## config.mk

```make
export PLATFORM = sky130hd
export DESIGN_NAME = sci_master_ctrl
export DESIGN_NICKNAME = d
export VERILOG_FILES = /design/src/rtl/sci_pkg.sv /design/src/rtl/sci_shift_reg.sv /design/src/rtl/sci_master_ctrl.sv
export SDC_FILE = /design/constraint.sdc
export NUM_CORES = 1
export LEC_CHECK = 0
export BUFFER_PORTS_ARGS = -buffer_cell sky130_fd_sc_hd__buf_2
export CORE_UTILIZATION = 55
export CTS_CLUSTER_SIZE = 28
export DETAILED_ROUTE_END_ITERATION = 10
export PLACE_DENSITY = 0.86
export SYNTH_ARGS = -nofsm -noshare
export SYNTH_HDL_FRONTEND = slang
export SYNTH_SLANG_ARGS = --single-unit
export TNS_END_PERCENT = 30
```

## constraint.sdc

```tcl
create_clock -name CLK -period 1.9 [get_ports CLK]
set_input_delay 0.285 -clock CLK [delete_from_list [all_inputs] [get_ports CLK]]
set_output_delay 0.285 -clock CLK [all_outputs]
set_load 0.1 [all_outputs]
```

## src/rtl/sci_pkg.sv

```systemverilog
// Shared definitions for the SCI master: controller state encoding and
// bit-counter sizing helpers.
// No ports; imported by sci_master_ctrl.
package sci_pkg;

  typedef enum logic [2:0] {
    ST_IDLE     = 3'd0,
    ST_START    = 3'd1,
    ST_ADDR     = 3'd2,
    ST_WDATA    = 3'd3,
    ST_WAIT_ACK = 3'd4,
    ST_RDATA    = 3'd5,
    ST_RESP     = 3'd6
  } sci_state_e;

  function automatic int sci_max(input int a, input int b);
    return (a > b) ? a : b;
  endfunction

  // Width of the bit counter shared by ADDR, WDATA and RDATA (never below 1).
  function automatic int sci_cnt_w(input int aw, input int dw);
    return sci_max(sci_max($clog2(aw), $clog2(dw)), 1);
  endfunction

  localparam int SCI_ADDR_W_DEF = 8;
  localparam int SCI_DATA_W_DEF = 8;
  localparam int SCI_BIT_CNT_W  = sci_max($clog2(SCI_ADDR_W_DEF), $clog2(SCI_DATA_W_DEF));

endpackage

```

## src/rtl/sci_shift_reg.sv

```systemverilog
// Parallel-load, MSB-first shift register used both to serialise address/write
// data and to capture read data (serial input enters at the LSB).
// Ports: clk_i, rst_i (sync, active high), load_i/load_dat_i, shift_i/ser_i, q_o.
module sci_shift_reg #(
  parameter int WIDTH = 8
) (
  input  logic             clk_i,
  input  logic             rst_i,
  input  logic             load_i,
  input  logic [WIDTH-1:0] load_dat_i,
  input  logic             shift_i,
  input  logic             ser_i,
  output logic [WIDTH-1:0] q_o
);

  logic [WIDTH-1:0] sh_q, sh_d;

  // Load wins over shift so the last address cycle can preload write data.
  always_comb begin
    sh_d = sh_q;
    if (load_i) begin
      sh_d = load_dat_i;
    end else if (shift_i) begin
      sh_d = {sh_q[WIDTH-2:0], ser_i};
    end
  end

  always_ff @(posedge clk_i) begin
    if (rst_i) begin
      sh_q <= '0;
    end else begin
      sh_q <= sh_d;
    end
  end

  assign q_o = sh_q;

endmodule

```

## src/rtl/sci_master_ctrl.sv

```systemverilog
// SCI serial master: accepts one command, drives chip select plus a serial
// request (WNR, address, write data), waits for ACK with timeout, captures
// read data, and reports one RSP_VALID pulse.
// Ports: CLK/RST (sync, active high), CMD_* command handshake, RSP_* response,
// SCI_CSN/SCI_REQ to slaves, SCI_RESP/SCI_ACK from slaves.
// ADDR_WIDTH and DATA_WIDTH must both be at least 2.
module sci_master_ctrl
  import sci_pkg::*;
#(
  parameter int ADDR_WIDTH = 8,
  parameter int DATA_WIDTH = 8,
  parameter int NUM_SLAVES = 4,
  parameter int TIMEOUT    = 64
) (
  input  logic                  CLK,
  input  logic                  RST,
  input  logic                  CMD_VALID,
  output logic                  CMD_READY,
  input  logic                  CMD_WNR,
  input  logic [((NUM_SLAVES > 1) ? $clog2(NUM_SLAVES) : 1)-1:0] CMD_SEL,
  input  logic [ADDR_WIDTH-1:0] CMD_ADDR,
  input  logic [DATA_WIDTH-1:0] CMD_WDATA,
  output logic                  RSP_VALID,
  output logic [DATA_WIDTH-1:0] RSP_RDATA,
  output logic                  RSP_ERR,
  output logic [NUM_SLAVES-1:0] SCI_CSN,
  output logic                  SCI_REQ,
  input  logic                  SCI_RESP,
  input  logic                  SCI_ACK
);

  localparam int SEL_W  = (NUM_SLAVES > 1) ? $clog2(NUM_SLAVES) : 1;
  localparam int CNT_W  = sci_cnt_w(ADDR_WIDTH, DATA_WIDTH);
  localparam int TCNT_W = sci_max($clog2(TIMEOUT), 1);
  localparam int SW     = sci_max(ADDR_WIDTH, DATA_WIDTH);

  sci_state_e            state_q, state_d;
  logic                  wnr_q;
  logic [SEL_W-1:0]      sel_q;
  logic [DATA_WIDTH-1:0] wdata_q;
  logic [CNT_W-1:0]      cnt_q, cnt_d;
  logic [TCNT_W-1:0]     tcnt_q, tcnt_d;
  logic [DATA_WIDTH-1:0] rsp_rdata_q, rsp_rdata_d;
  logic                  rsp_err_q, rsp_err_d;
  logic                  cmd_take;
  logic                  sh_load, sh_shift, sh_ser;
  logic [SW-1:0]         sh_load_dat, sh_q;
  logic                  sel_ok;
  logic                  csn_on;

  assign sel_ok = (32'(sel_q) < NUM_SLAVES);

  sci_shift_reg #(.WIDTH(SW)) u_shift (
    .clk_i      (CLK),
    .rst_i      (RST),
    .load_i     (sh_load),
    .load_dat_i (sh_load_dat),
    .shift_i    (sh_shift),
    .ser_i      (sh_ser),
    .q_o        (sh_q)
  );

  always_comb begin
    state_d     = state_q;
    cnt_d       = cnt_q;
    tcnt_d      = tcnt_q;
    rsp_rdata_d = rsp_rdata_q;
    rsp_err_d   = rsp_err_q;
    cmd_take    = 1'b0;
    sh_load     = 1'b0;
    sh_load_dat = '0;
    sh_shift    = 1'b0;
    sh_ser      = 1'b0;
    case (state_q)
      ST_IDLE: begin
        if (CMD_VALID) begin
          cmd_take = 1'b1;
          sh_load  = 1'b1;
          sh_load_dat[SW-1 -: ADDR_WIDTH] = CMD_ADDR;
          state_d  = ST_START;
        end
      end
      ST_START: begin
        cnt_d = '0;
        if (sel_ok) begin
          state_d = ST_ADDR;
        end else begin
          // Unknown slave: answer with an error without touching the bus.
          rsp_err_d   = 1'b1;
          rsp_rdata_d = '0;
          state_d     = ST_RESP;
        end
      end
      ST_ADDR: begin
        sh_shift = 1'b1;
        if (cnt_q == CNT_W'(ADDR_WIDTH - 1)) begin
          cnt_d = '0;
          if (wnr_q) begin
            sh_load = 1'b1;
            sh_load_dat[SW-1 -: DATA_WIDTH] = wdata_q;
            state_d = ST_WDATA;
          end else begin
            tcnt_d  = '0;
            state_d = ST_WAIT_ACK;
          end
        end else begin
          cnt_d = cnt_q + CNT_W'(1);
        end
      end
      ST_WDATA: begin
        sh_shift = 1'b1;
        if (cnt_q == CNT_W'(DATA_WIDTH - 1)) begin
          cnt_d   = '0;
          tcnt_d  = '0;
          state_d = ST_WAIT_ACK;
        end else begin
          cnt_d = cnt_q + CNT_W'(1);
        end
      end
      ST_WAIT_ACK: begin
        tcnt_d = tcnt_q + TCNT_W'(1);
        if (SCI_ACK) begin
          if (wnr_q) begin
            rsp_err_d   = 1'b0;
            rsp_rdata_d = '0;
            state_d     = ST_RESP;
          end else begin
            // The ACK cycle already carries the read-data MSB.
            sh_shift = 1'b1;
            sh_ser   = SCI_RESP;
            cnt_d    = '0;
            state_d  = ST_RDATA;
          end
        end else if (tcnt_q == TCNT_W'(TIMEOUT - 1)) begin
          rsp_err_d   = 1'b1;
          rsp_rdata_d = '0;
          state_d     = ST_RESP;
        end
      end
      ST_RDATA: begin
        sh_shift = 1'b1;
        sh_ser   = SCI_RESP;
        if (cnt_q == CNT_W'(DATA_WIDTH - 2)) begin
          rsp_rdata_d = {sh_q[DATA_WIDTH-2:0], SCI_RESP};
          rsp_err_d   = 1'b0;
          state_d     = ST_RESP;
        end else begin
          cnt_d = cnt_q + CNT_W'(1);
        end
      end
      ST_RESP: state_d = ST_IDLE;
      default: state_d = ST_IDLE;
    endcase
  end

  always_ff @(posedge CLK) begin
    if (RST) begin
      state_q     <= ST_IDLE;
      wnr_q       <= 1'b0;
      sel_q       <= '0;
      wdata_q     <= '0;
      cnt_q       <= '0;
      tcnt_q      <= '0;
      rsp_rdata_q <= '0;
      rsp_err_q   <= 1'b0;
    end else begin
      state_q     <= state_d;
      cnt_q       <= cnt_d;
      tcnt_q      <= tcnt_d;
      rsp_rdata_q <= rsp_rdata_d;
      rsp_err_q   <= rsp_err_d;
      if (cmd_take) begin
        wnr_q   <= CMD_WNR;
        sel_q   <= CMD_SEL;
        wdata_q <= CMD_WDATA;
      end
    end
  end

  // Chip select is held from START through the last serial cycle; outputs are
  // forced idle while RST is high so an abort is visible immediately.
  assign csn_on = !RST && sel_ok &&
                  (state_q == ST_START || state_q == ST_ADDR || state_q == ST_WDATA ||
                   state_q == ST_WAIT_ACK || state_q == ST_RDATA);

  always_comb begin
    SCI_CSN = '1;
    for (int i = 0; i < NUM_SLAVES; i++) begin
      if (csn_on && (32'(sel_q) == i)) SCI_CSN[i] = 1'b0;
    end
  end

  always_comb begin
    SCI_REQ = 1'b0;
    if (!RST) begin
      case (state_q)
        ST_START:          SCI_REQ = wnr_q;
        ST_ADDR, ST_WDATA: SCI_REQ = sh_q[SW-1];
        default:           SCI_REQ = 1'b0;
      endcase
    end
  end

  assign CMD_READY = !RST && (state_q == ST_IDLE);
  assign RSP_VALID = !RST && (state_q == ST_RESP);
  assign RSP_RDATA = rsp_rdata_q;
  assign RSP_ERR   = rsp_err_q;

endmodule

```

* Word level (Yosys, flattened, before mapping) *
Cells that the tools add are included.

word-level totals
  logic and storage cells = 108
  flip-flop bits (word level) = 40
  bits of input ports = 24

cells by class
  muxes and demuxes = 51
  reductions and logical operators = 24
  $add $sub $neg = 2
  eq/ne operators = 22

operator list
  operator                                       number
  2-to-1 mux 8 bit                               9
  2-to-1 mux 3 bit                               11
  one-hot mux 8 bit (2 select lines)             2
  2-to-1 mux 6 bit                               3
  one-hot mux 3 bit (6 select lines)             1
  one-hot mux 6 bit (3 select lines)             1
  2-to-1 mux 1 bit                               17
  inequality test 2 bit, second input constant   8
  == test 3 bit, second input constant           5
  one-hot mux 3 bit (4 select lines)             1
  AND reduction 4 bit                            3
  one-hot mux 1 bit (2 select lines)             5
  logical AND 1 bit                              7
  adder 6 x 1 -> 6 bit, second input constant    1
  == test 3 x 2 -> 1 bit, second input constant  2
  == test 6 bit, second input constant           1
  inequality test 3 bit, second input constant   2
  AND reduction 5 bit                            1
  == test 2 bit, second input constant           2
  logical OR 1 bit                               4
  nonzero test 2 bit                             2
  nonzero test 4 bit                             1
  adder 3 x 1 -> 3 bit, second input constant    1
  == test 3 x 1 -> 1 bit, second input constant  1
  other kinds (8)                                8

* Logic depth before layout (Yosys ltp) *
Gate-level depths: netlist (run 1).

  depth in word-level cells = 8
  mapped depth = 7
  depth with buffers taken out = 6

* Modules after synthesis *
From an unflattened synthesis (run 1), not the netlist that was laid out.

second synthesis, totals
  cell total of the unflattened synthesis = 250
  area, all modules = 2,109.5 um2

by module, submodules not included
  module           instances  sequential area each (um2)  cells each  area each (um2)
  sci_master_ctrl  1          640.6                       215         1,740.4
  sci_shift_reg    1          160.2                       35          369.1

* Worst setup path after synthesis (run 1) *
OpenSTA, ideal clock, no wires.

  path kind = reg2out
  from = register state_q[2]
  to = output CMD_READY
  data arrival time = 3.773 ns
  cell stages (with the launch flop) = 5
  data required time = 1.615 ns
  slack = -2.158 ns
  cells stage by stage = dfxtp_1 buf_4 clkbuf_1 buf_2 nor4_1

between the ends
  cells in the longest elaborated chain, start to end = 2

RTL lines
  item                      RTL line                text
  start: declaration        sci_master_ctrl.sv:37   sci_state_e state_q, state_d;
  start signal: assignment  sci_master_ctrl.sv:167  state_q <= state_d;
  logical NOT 3 bit         sci_master_ctrl.sv:204  assign CMD_READY = !RST && (state_q == ST_IDLE);
  logical AND 1 bit         sci_master_ctrl.sv:204
  end: declaration          sci_master_ctrl.sv:18   output logic CMD_READY,

Every way passes these cells.

* Worst setup path in the final report (run 1) *
  from = register state_q[1]
  to = output SCI_REQ

between the ends
  cells in the longest elaborated chain, start to end = 4
  elaborated cells on any way between the ends = 6
  classes of those cells = eq/ne (3); mux (2); reduce/logical (1)

RTL lines
  item                                    RTL line                text
  == test 3 x 2 -> 1 bit                  sci_master_ctrl.sv:196  case (state_q)
  OR reduction 2 bit (no line)            --
  one-hot mux 1 bit (2 select lines) (*)  sci_master_ctrl.sv:196
  2-to-1 mux 1 bit (*)                    sci_master_ctrl.sv:195  if (!RST) begin
  end: declaration                        sci_master_ctrl.sv:27   output logic SCI_REQ,

Every way passes the cells marked *; elsewhere a longest branch is shown, timed or not.

==> run summary, run 1 <==
result of the run = finished clean
dpl cells = 355
# hold bufs at CTS = 0
CTS max path bufs = 2
GR Util All Layers = 27.6%
WP data arrival = 1.57 ns
CTS buffer count = 5
CTS tree = done
Routed Antenna Nets = 0
Worst-path clk slew = 0.08 ns
Starting Density = 58.4%
# nets final = 342
Tcrit/Tclk final = 97.9%
DRC Markers = 0
Worst R2R End = cnt_q[0]
Hold Slack = 0.211 ns
CP Launch Type = flop
Initial DRC Count = 114
Core Region = 0.00374 sq mm
RSZ-0062 raised after global routing = true
final core occ = 74.0%
asr flop ratio synth = 0%
Post-synth EDFFs = 0
Final setup viols = 0
Hold Path Class = input port to flop
non-filler cells, final = 363
top post-synthesis cells by count = nand2_1, dfxtp_1, nand2b_1
H-tree depth = 2
Worst EP required = 1.62 ns
dominant cell type by area after synthesis = dfxtp_1
grt total ovfl = 0
Post-CTS Setup Bufs = 0
Seq cells post-synth = 40
sequential cell area fraction in the yosys report = 36.6%
layout cells sized above 1 = 25.4%
Pwr Density = 1010 mW/mm^2
Setup crit end = SCI_REQ
initial antenna violation count = 0
TritonRoute pass-1 iters = 5
commonest register cell after synthesis = dfxtp_1
flop-to-flop setup slack = 0.10 ns
die footprint = 0.00423 sq mm
synthesized cell area = 0.00219 sq mm
CP startpoint = state_q[1]
endpoint type of the worst setup path = primary output
worst reg2reg startpoint = cnt_q[0]
Synth-to-Final Area Change = 26.7%
Tot Pwr = 0.00279 W
Final TNS setup = 0 ns
largest net degree at the start of global routing = 45
# IOs = 40
Port Buf Inserts = 39
Area contributors post-synth = dfxtp_1, nand2_1, nand2b_1
Yosys warning count = 0
Synth Net Count = 297
ANT cells = 0
fin crit period = 1.86 ns
Vias/cell = 5.87
Final Hold Fails = 0
max-slew violations = 0
fillers = 295
WL/cell = 14.3 um
Worst IR Drop VDD = 0.935 mV
row count = 22
Max Clk Rate = 0.538 GHz
vias = 2130
first-pass GRT wire length = 8.92 mm
total clock sinks = 40
Setup Skew = 0.00509 ns
average size of a mapped cell = 8.13 sq um
width of the die = 65.0 um
max_slew headroom = 65.4%
total of max-cap violations = 0
leak pwr = 1.13 nW
worst slew pin tran = 0.516 ns
Detail Placement HPWL = 3.70 mm
Yosys top cell area share = 36.6%
critical path class = flop to primary output
Post-Syn Instances = 269
final wirelength = 5.19 mm
CP Max Fanout = 19
vias in the first global route = 1948
post-synth cell types = 45
top-count cell post-synth = nand2_1
clk_lat worst skew = 0.30 ns
gpl congestion = 0.905
FF-to-FF path depth = 6
Die Span Y = 65.0 um
Clock Tree Root = clkbuf_8
[sequential cells by signal, indices dropped and copies added, names as in the netlist]
| register | cells |
|---|---|
| RSP_RDATA | 8 |
| u_shift.q_o | 8 |
| wdata_q | 8 |
| tcnt_q | 6 |
| cnt_q | 3 |
| state_q | 3 |
| sel_q | 2 |
| RSP_ERR | 1 |
| wnr_q | 1 |
[worst min path at each step]
stage	startpoint	to	depth (start not counted)
after floorplan	SCI_RESP	RSP_RDATA[0]	2
after global placement	wdata_q[7]	wdata_q[7]	2
after detailed placement	wdata_q[3]	wdata_q[3]	2
after CTS	SCI_RESP	RSP_RDATA[0]	3
after global routing	CMD_WDATA[3]	wdata_q[3]	3
final	SCI_RESP	RSP_RDATA[0]	3
[area by class of cell]
type,instances,area [sq um],area share [%]
clock buffer,5,68.8,2.49
timing repair buffer,57,459,16.6
multi-input combinational,205,1340,48.3
sequential,40,807,29.1
inverter,5,18.8,0.678
tap,48,60.1,2.17
clock inverter,3,18.8,0.678
[per-stage QoR]
step	worst slack, ns	instance area [sq um]
after floorplan	-0.215	2270
after global placement	0.194	2640
after CTS	0.0213	2740
after global routing	-0.0245	2770
final	0.0404	2770
after detailed placement	0.103	2640
[placed cells by master, fill, tap and decap left out, types with 2 or more instances in the layout]
cell type and instances:
a211oi_1 6, a21oi_1 19, a221oi_1 2, a22oi_1 8
a311o_1 2, a31oi_1 4, buf_12 8, buf_2 32
buf_4 15, clkbuf_8 5, clkinv_2 2, dfxtp_1 37
dfxtp_2 2, ha_1 4, inv_1 5, mux2i_1 9
nand2_1 42, nand2b_1 22, nand3_1 7, nand3b_1 2
nand4_1 3, nor2_1 8, nor2b_1 8, nor3_1 3
nor3_2 3, nor3b_2 2, o211a_1 5, o21ai_0 15
o22ai_1 7, o32ai_1 2, or3_1 2, xor2_1 2
[critical path: stages (launching register included)]
cell	delay, ns
dfxtp_2	0.42
buf_8	0.20
nand2_1	0.13
a211oi_4	0.32
buf_12	0.21
[kinds of logic after synthesis]
group / count (synthesis) / synth area share, %
AND/OR/NAND/NOR: 112 / 27.3
AO/OA/AOI/OAI: 78 / 23.8
flip-flops: 40 / 36.6
buffers and inverters: 24 / 5.04
multiplexers: 9 / 4.12
adder cells (fa/ha/maj): 4 / 2.29
XOR/XNOR: 2 / 0.802
[where the power goes]
group | internal [W] | switching, W
Combinational | 0.000477 | 0.000670
Clock | 0.000256 | 0.000308
Sequential | 0.000951 | 0.000129
[repair_timing]
action	in CTS	in global routing
gates resized for setup	4	6
cloned	0	0
setup endpoints to repair	6	5
[per-layer routing]
layer  vias up  share of wire (%)  GRT usage, %
met5         -                  0             0
met4         0                1.5          10.9
met3         6                7.7          5.81
met2        91                 45          43.4
met1       973                 46          36.8
li1       1060                  -             -
Power figures use the tool's default switching activity.
==> run 2: changes to the inputs <==
--- a/config.mk
+++ b/config.mk
@@ -10,6 +10,7 @@
 export CTS_CLUSTER_SIZE = 28
 export DETAILED_ROUTE_END_ITERATION = 10
 export PLACE_DENSITY = 0.86
+export RECOVER_POWER = 100
 export SYNTH_ARGS = -nofsm -noshare
 export SYNTH_HDL_FRONTEND = slang
 export SYNTH_SLANG_ARGS = --single-unit
==> run 2 against run 1 <==
  * Clock power hardly changed
  * Combinational power about the same
  * Via count about the same
  * Critical path type unchanged
  * Largest power group unchanged
==> run summary, run 2 (same netlist as run 1, synthesis figures left out) <==
result of the run = finished clean
DRC Markers = 0 (unchanged)
Clock Tree Root = clkbuf_8
non-filler cells, final = 363 (unchanged)
Vias/cell = 5.87 (about the same)
vias in the first global route = 1948 (unchanged)
row count = 22 (unchanged)
vias = 2129 (-0.047%)
CP Max Fanout = 19 (unchanged)
Tcrit/Tclk final = 97.5% (-0.34 points)
initial antenna violation count = 0 (unchanged)
Final TNS setup = 0 ns (unchanged)
Hold Slack = 0.206 ns (-0.00555 ns)
CP Launch Type = flop
gpl congestion = 0.905 (unchanged)
total clock sinks = 40 (unchanged)
max-slew violations = 0 (unchanged)
Die Span Y = 65.0 um (unchanged)
die footprint = 0.00423 sq mm (unchanged)
max_slew headroom = 65.3% (-0.14 points)
fillers = 295 (unchanged)
# IOs = 40 (unchanged)
Max Clk Rate = 0.540 GHz (+0.35%)
TritonRoute pass-1 iters = 5 (unchanged)
Hold Path Class = input port to flop
RSZ-0062 raised after global routing = true
Synth-to-Final Area Change = 26.5%
Post-CTS Setup Bufs = 0 (unchanged)
highest-count cells in the layout ignoring fill and taps = nand2_1, dfxtp_1, buf_2
most common cell after layout, fill and taps aside = nand2_1
first-pass GRT wire length = 8.92 mm (unchanged)
GR Util All Layers = 27.6% (unchanged)
Pwr Density = 1010 mW/mm^2 (about the same)
Port Buf Inserts = 39 (unchanged)
WL/cell = 14.3 um (-0.19%)
CTS tree = done
fin crit period = 1.85 ns (-0.00655 ns)
endpoint type of the worst setup path = primary output
Core Region = 0.00374 sq mm (unchanged)
# nets final = 342 (unchanged)
H-tree depth = 2 (unchanged)
Initial DRC Count = 121 (+6.1%)
Starting Density = 58.4% (unchanged)
ANT cells = 0 (unchanged)
Final setup viols = 0 (unchanged)
clk_lat worst skew = 0.30 ns (about the same)
Detail Placement HPWL = 3.70 mm (unchanged)
Worst-path clk slew = 0.08 ns (about the same)
Setup Skew = 0.00580 ns (+0.000705 ns)
WP data arrival = 1.57 ns (about the same)
Routed Antenna Nets = 0 (unchanged)
largest net degree at the start of global routing = 45 (unchanged)
layout cells sized above 1 = 25.1% (-0.32 points)
total of max-cap violations = 0 (unchanged)
Final Hold Fails = 0 (unchanged)
Worst IR Drop VDD = 0.933 mV (-0.20%)
# hold bufs at CTS = 0 (unchanged)
CTS buffer count = 5 (unchanged)
final wirelength = 5.18 mm (-0.19%)
worst slew pin tran = 0.518 ns (+0.00206 ns)
CTS max path bufs = 2 (unchanged)
critical path class = flop to primary output
dpl cells = 355 (unchanged)
Worst EP required = 1.62 ns (about the same)
grt total ovfl = 0 (unchanged)
width of the die = 65.0 um (unchanged)
leak pwr = 1.12 nW (-0.37%)
## run 2: cell count changes in the layout (fill, tap and decap cells not counted)
cell and change:
buf_4 -1, clkbuf_1 +1
## run 2: critical path: stages, from the launching register on
cell      delay (ns)
dfxtp_2         0.42
buf_8           0.20
nand2_1         0.13
a211oi_4        0.31
buf_12          0.21
## run 2: repair_timing
| action | in CTS | in global routing |
|---|---|---|
| endpoints found under the setup margin | 6 | 5 |
| pin swaps | 0 | 0 |
| endpoints found under the hold margin | 0 | 0 |
| resized for setup | 4 | 6 |
## run 2: per-layer routing
layer	share of wire (%)	GRT usage, %
met4	1.5	10.9
met3	7.1	5.81
met1	47	36.8
met2	45	43.4
met5	0	0
## run 2: final cells by class
| class | instances | area [sq um] | share of cell area [%] |
|---|---|---|---|
| repair buffers | 57 | 455 | 16.5 |
| inverters | 5 | 18.8 | 0.679 |
| clock buffers | 5 | 68.8 | 2.49 |
| multi-input cells | 205 | 1340 | 48.3 |
| well taps | 48 | 60.1 | 2.17 |
| clock inverters | 3 | 18.8 | 0.679 |
| flip-flops and latches | 40 | 807 | 29.2 |
## run 2: final timing paths
path	startpoint	endpoint	slack, ns	depth (start not counted)
setup / recovery	state_q[1]	SCI_REQ	0.05	4
hold / removal	SCI_RESP	RSP_RDATA[0]	0.21	3
setup reg to reg	cnt_q[0]	cnt_q[0]	0.10	6
hold reg to reg	wdata_q[6]	wdata_q[6]	0.46	2
## run 2: where the power goes
group          switching [W]  internal (W)  total [W]
Clock               0.000310      0.000256   0.000565
Sequential          0.000129      0.000951    0.00108
Combinational       0.000669      0.000472    0.00114
Total                0.00111       0.00168    0.00279
## run 2: metrics by stage
stage               setup slack [ns]  util [%]  area (sq um)  total power, W
finish                        0.0470      73.9          2770         0.00279
global route                 -0.0245      73.9          2770         0.00295
CTS                           0.0213      73.3          2740         0.00276
detailed placement             0.103      70.6          2640         0.00218
global placement               0.194      70.6          2640         0.00215
floorplan                     -0.215         -          2270         0.00192
==> run 3: changes to the inputs <==
--- a/config.mk
+++ b/config.mk
@@ -5,11 +5,12 @@
 export SDC_FILE = /design/constraint.sdc
 export NUM_CORES = 1
 export LEC_CHECK = 0
+export ABC_AREA = 1
 export BUFFER_PORTS_ARGS = -buffer_cell sky130_fd_sc_hd__buf_2
-export CORE_UTILIZATION = 55
+export CORE_UTILIZATION = 56
 export CTS_CLUSTER_SIZE = 28
 export DETAILED_ROUTE_END_ITERATION = 10
-export PLACE_DENSITY = 0.86
+export PLACE_DENSITY = 0.87
 export RECOVER_POWER = 100
 export SYNTH_ARGS = -nofsm -noshare
 export SYNTH_HDL_FRONTEND = slang
==> run 3 against run 2 <==
  * Register-to-register slack improved by 0.11 ns
  * Fmax increased by 1.3%
  * Critical path depth increased by 3
  * Non-clock buffer count decreased by 4
  * Global-route usage decreased by 1.4 points
  * Worst hold slack improved by 0.056 ns
  * Final cell count increased by 21%
  * Cell area increased by 1.2%
  * Critical endpoint unchanged
  * Largest power group unchanged
==> run summary, run 3 <==
result of the run = finished clean
Routed Antenna Nets = 0 (unchanged)
width of the die = 67.0 um (+3.0%)
Setup Skew = 0.00831 ns (+0.00251 ns)
clk_lat worst skew = 0.30 ns (about the same)
DRC Markers = 0 (unchanged)
Final TNS setup = 0 ns (unchanged)
most common cell after layout, fill and taps aside = nand2_1
TritonRoute pass-1 iters = 4 (-1)
CTS max path bufs = 2 (unchanged)
critical path class = flop to primary output
non-filler cells, final = 438 (+21%)
endpoint type of the worst setup path = primary output
Worst IR Drop VDD = 0.713 mV (-24%)
# hold bufs at CTS = 0 (unchanged)
Core Region = 0.00403 sq mm (+7.6%)
dominant cell type by area after synthesis = dfxtp_1
layout cells sized above 1 = 26.8% (+1.7 points)
area of the multi-input gates = 0.00132 sq mm (-1.0%)
RSZ-0062 raised after global routing = false
average size of a mapped cell = 6.95 sq um (-14%)
dpl cells = 429 (+21%)
Detail Placement HPWL = 3.98 mm (+7.5%)
total clock sinks = 40 (unchanged)
top post-synthesis cells by count = nand2_1, nor2_1, dfxtp_1
Hold Slack = 0.262 ns (+0.0561 ns)
Vias/cell = 5.18 (-12%)
Seq cells post-synth = 40 (unchanged)
H-tree depth = 2 (unchanged)
combinational share of power = 50.5% (+9.6 points)
post-synth cell types = 28 (-38%)
synthesized cell area = 0.00236 sq mm (+8.1%)
switching share of total power = 47.0% (+7.2 points)
fin crit period = 1.83 ns (-0.0231 ns)
Seq pwr share = 30.9% (-7.9 points)
die footprint = 0.00448 sq mm (+6.0%)
highest-count cells in the layout ignoring fill and taps = nand2_1, nand3_1, nor2_1
ANT cells = 0 (unchanged)
Tcrit/Tclk final = 96.3% (-1.2 points)
CTS tree = done
Initial DRC Count = 115 (-5.0%)
metal3 WL = 151 um (-59%)
vias = 2271 (+6.7%)
Port Buf Inserts = 39 (unchanged)
row count = 23 (+4.5%)
total of max-cap violations = 0 (unchanged)
max-slew violations = 0 (unchanged)
met1 WL = 2.42 mm (+0.71%)
gpl congestion = 0.822 (-9.2%)
leak pwr = 1.29 nW (+15%)
Worst EP required = 1.62 ns (about the same)
FF+latch area = 810 sq um (+0.31%)
WL/cell = 12.3 um (-14%)
Hold Path Cell Cnt = 3 (unchanged)
largest net degree at the start of global routing = 23 (-49%)
sequential cell area fraction in the yosys report = 33.9% (-2.8 points)
first-pass GRT wire length = 8.82 mm (-1.2%)
asr flop ratio synth = 0% (unchanged)
# IOs = 40 (unchanged)
Final setup viols = 0 (unchanged)
Post-synth EDFFs = 0 (unchanged)
Clock power frac = 18.7% (-1.6 points)
fillers = 355 (+20%)
Starting Density = 58.7% (+0.28 points)
initial antenna violation count = 0 (unchanged)
WP data arrival = 1.54 ns (-0.03 ns)
# nets final = 415 (+21%)
Yosys top cell area share = 33.9% (-2.8 points)
Final Hold Fails = 0 (unchanged)
uppermost routed layer = met4
Int Power = 0.00205 W (+22%)
CP Launch Type = flop
met2 wire length = 2.73 mm (+17%)
FF-to-FF path depth = 11 (+5)
Yosys warning count = 0 (unchanged)
Area contributors post-synth = dfxtp_1, nand2_1, nand3_1
Die Span Y = 67.0 um (+3.0%)
Worst-path clk slew = 0.09 ns (about the same)
Pwr Density = 1380 mW/mm^2 (+37%)
CTS buffer count = 5 (unchanged)
Tot Pwr = 0.00387 W (+39%)
grt total ovfl = 0 (unchanged)
vias in the first global route = 2067 (+6.1%)
Hold Path Class = input port to flop
Clock Tree Root = clkbuf_8
max_slew headroom = 64.3% (-1.0 points)
Synth Net Count = 368 (+24%)
final core occ = 69.4% (-4.4 points)
top-count cell post-synth = nand2_1
CP Max Fanout = 10 (-9)
commonest register cell after synthesis = dfxtp_1
final wirelength = 5.37 mm (+3.7%)
Post-Syn Instances = 340 (+26%)
Synth-to-Final Area Change = 18.4%
worst slew pin tran = 0.538 ns (+0.0199 ns)
total net switching power = 0.00182 W (+64%)
Max Clk Rate = 0.546 GHz (+1.3%)
GR Util All Layers = 26.2% (-1.4 points)
run 3: worst max-delay path, cell delays in order (launching register included):
cell and delay (ns):
dfxtp_4 0.44, buf_4 0.17, nor2_4 0.04, nand2_4 0.13, nand2_2 0.08, a21oi_2 0.17
nor2_4 0.05, buf_12 0.16
run 3: timing repair:
| item | 4_1_cts | 5_1_grt |
|---|---|---|
| setup buffers | 0 | 1 |
| endpoints found under the setup margin | 6 | 5 |
| resized for setup | 4 | 5 |
run 3: power groups by stage:
stage	Clock, W	Sequential [W]	Combinational (W)
finish	0.000722	0.00119	0.00195
global route	0.000759	0.00122	0.00217
CTS	0.000732	0.00120	0.00204
detailed placement	0	0.00121	0.00201
global placement	0	0.00120	0.00199
floorplan	0	0.00113	0.00165
run 3: cell families after synthesis:
group           after synthesis  synth area share (%)
compound gates               54                  12.6
fa+ha+maj                     4                  2.12
simple gates                192                  41.6
flops                        40                  33.9
buf+inv                      50                  9.79
run 3: layout make-up:
cell class                 count  share of cell area, %
clock inverter                 3                   1.65
multi-input combinational    250                   47.3
sequential                    40                   28.9
timing repair buffer          53                   12.4
inverter                      37                   5.05
clock buffer                   5                   2.46
tap                           50                   2.24
run 3: path summary, 6_finish.rpt:
path | startpoint | endpoint | slack (ns)
setup reg to reg | cnt_q[1] | u_shift.q_o[6] | 0.21
hold / removal | SCI_RESP | RSP_RDATA[0] | 0.26
hold reg to reg | wdata_q[0] | wdata_q[0] | 0.45
setup / recovery | state_q[0] | SCI_REQ | 0.07
run 3: stage by stage:
stage | cell area [sq um] | worst slack [ns]
2_1_floorplan | 2390 | -0.366
4_1_cts | 2890 | 0.0145
3_3_place_gp | 2760 | 0.124
6_report | 2800 | 0.0700
5_1_grt | 2800 | 0.00380
3_5_place_dp | 2760 | 0.0905
run 3: layer usage:
layer / GRT usage [%] / vias up
met5: 0 / -
met4: 7.71 / 0
met3: 5.31 / 4
met2: 48.9 / 32
met1: 29.4 / 1047
li1: - / 1188
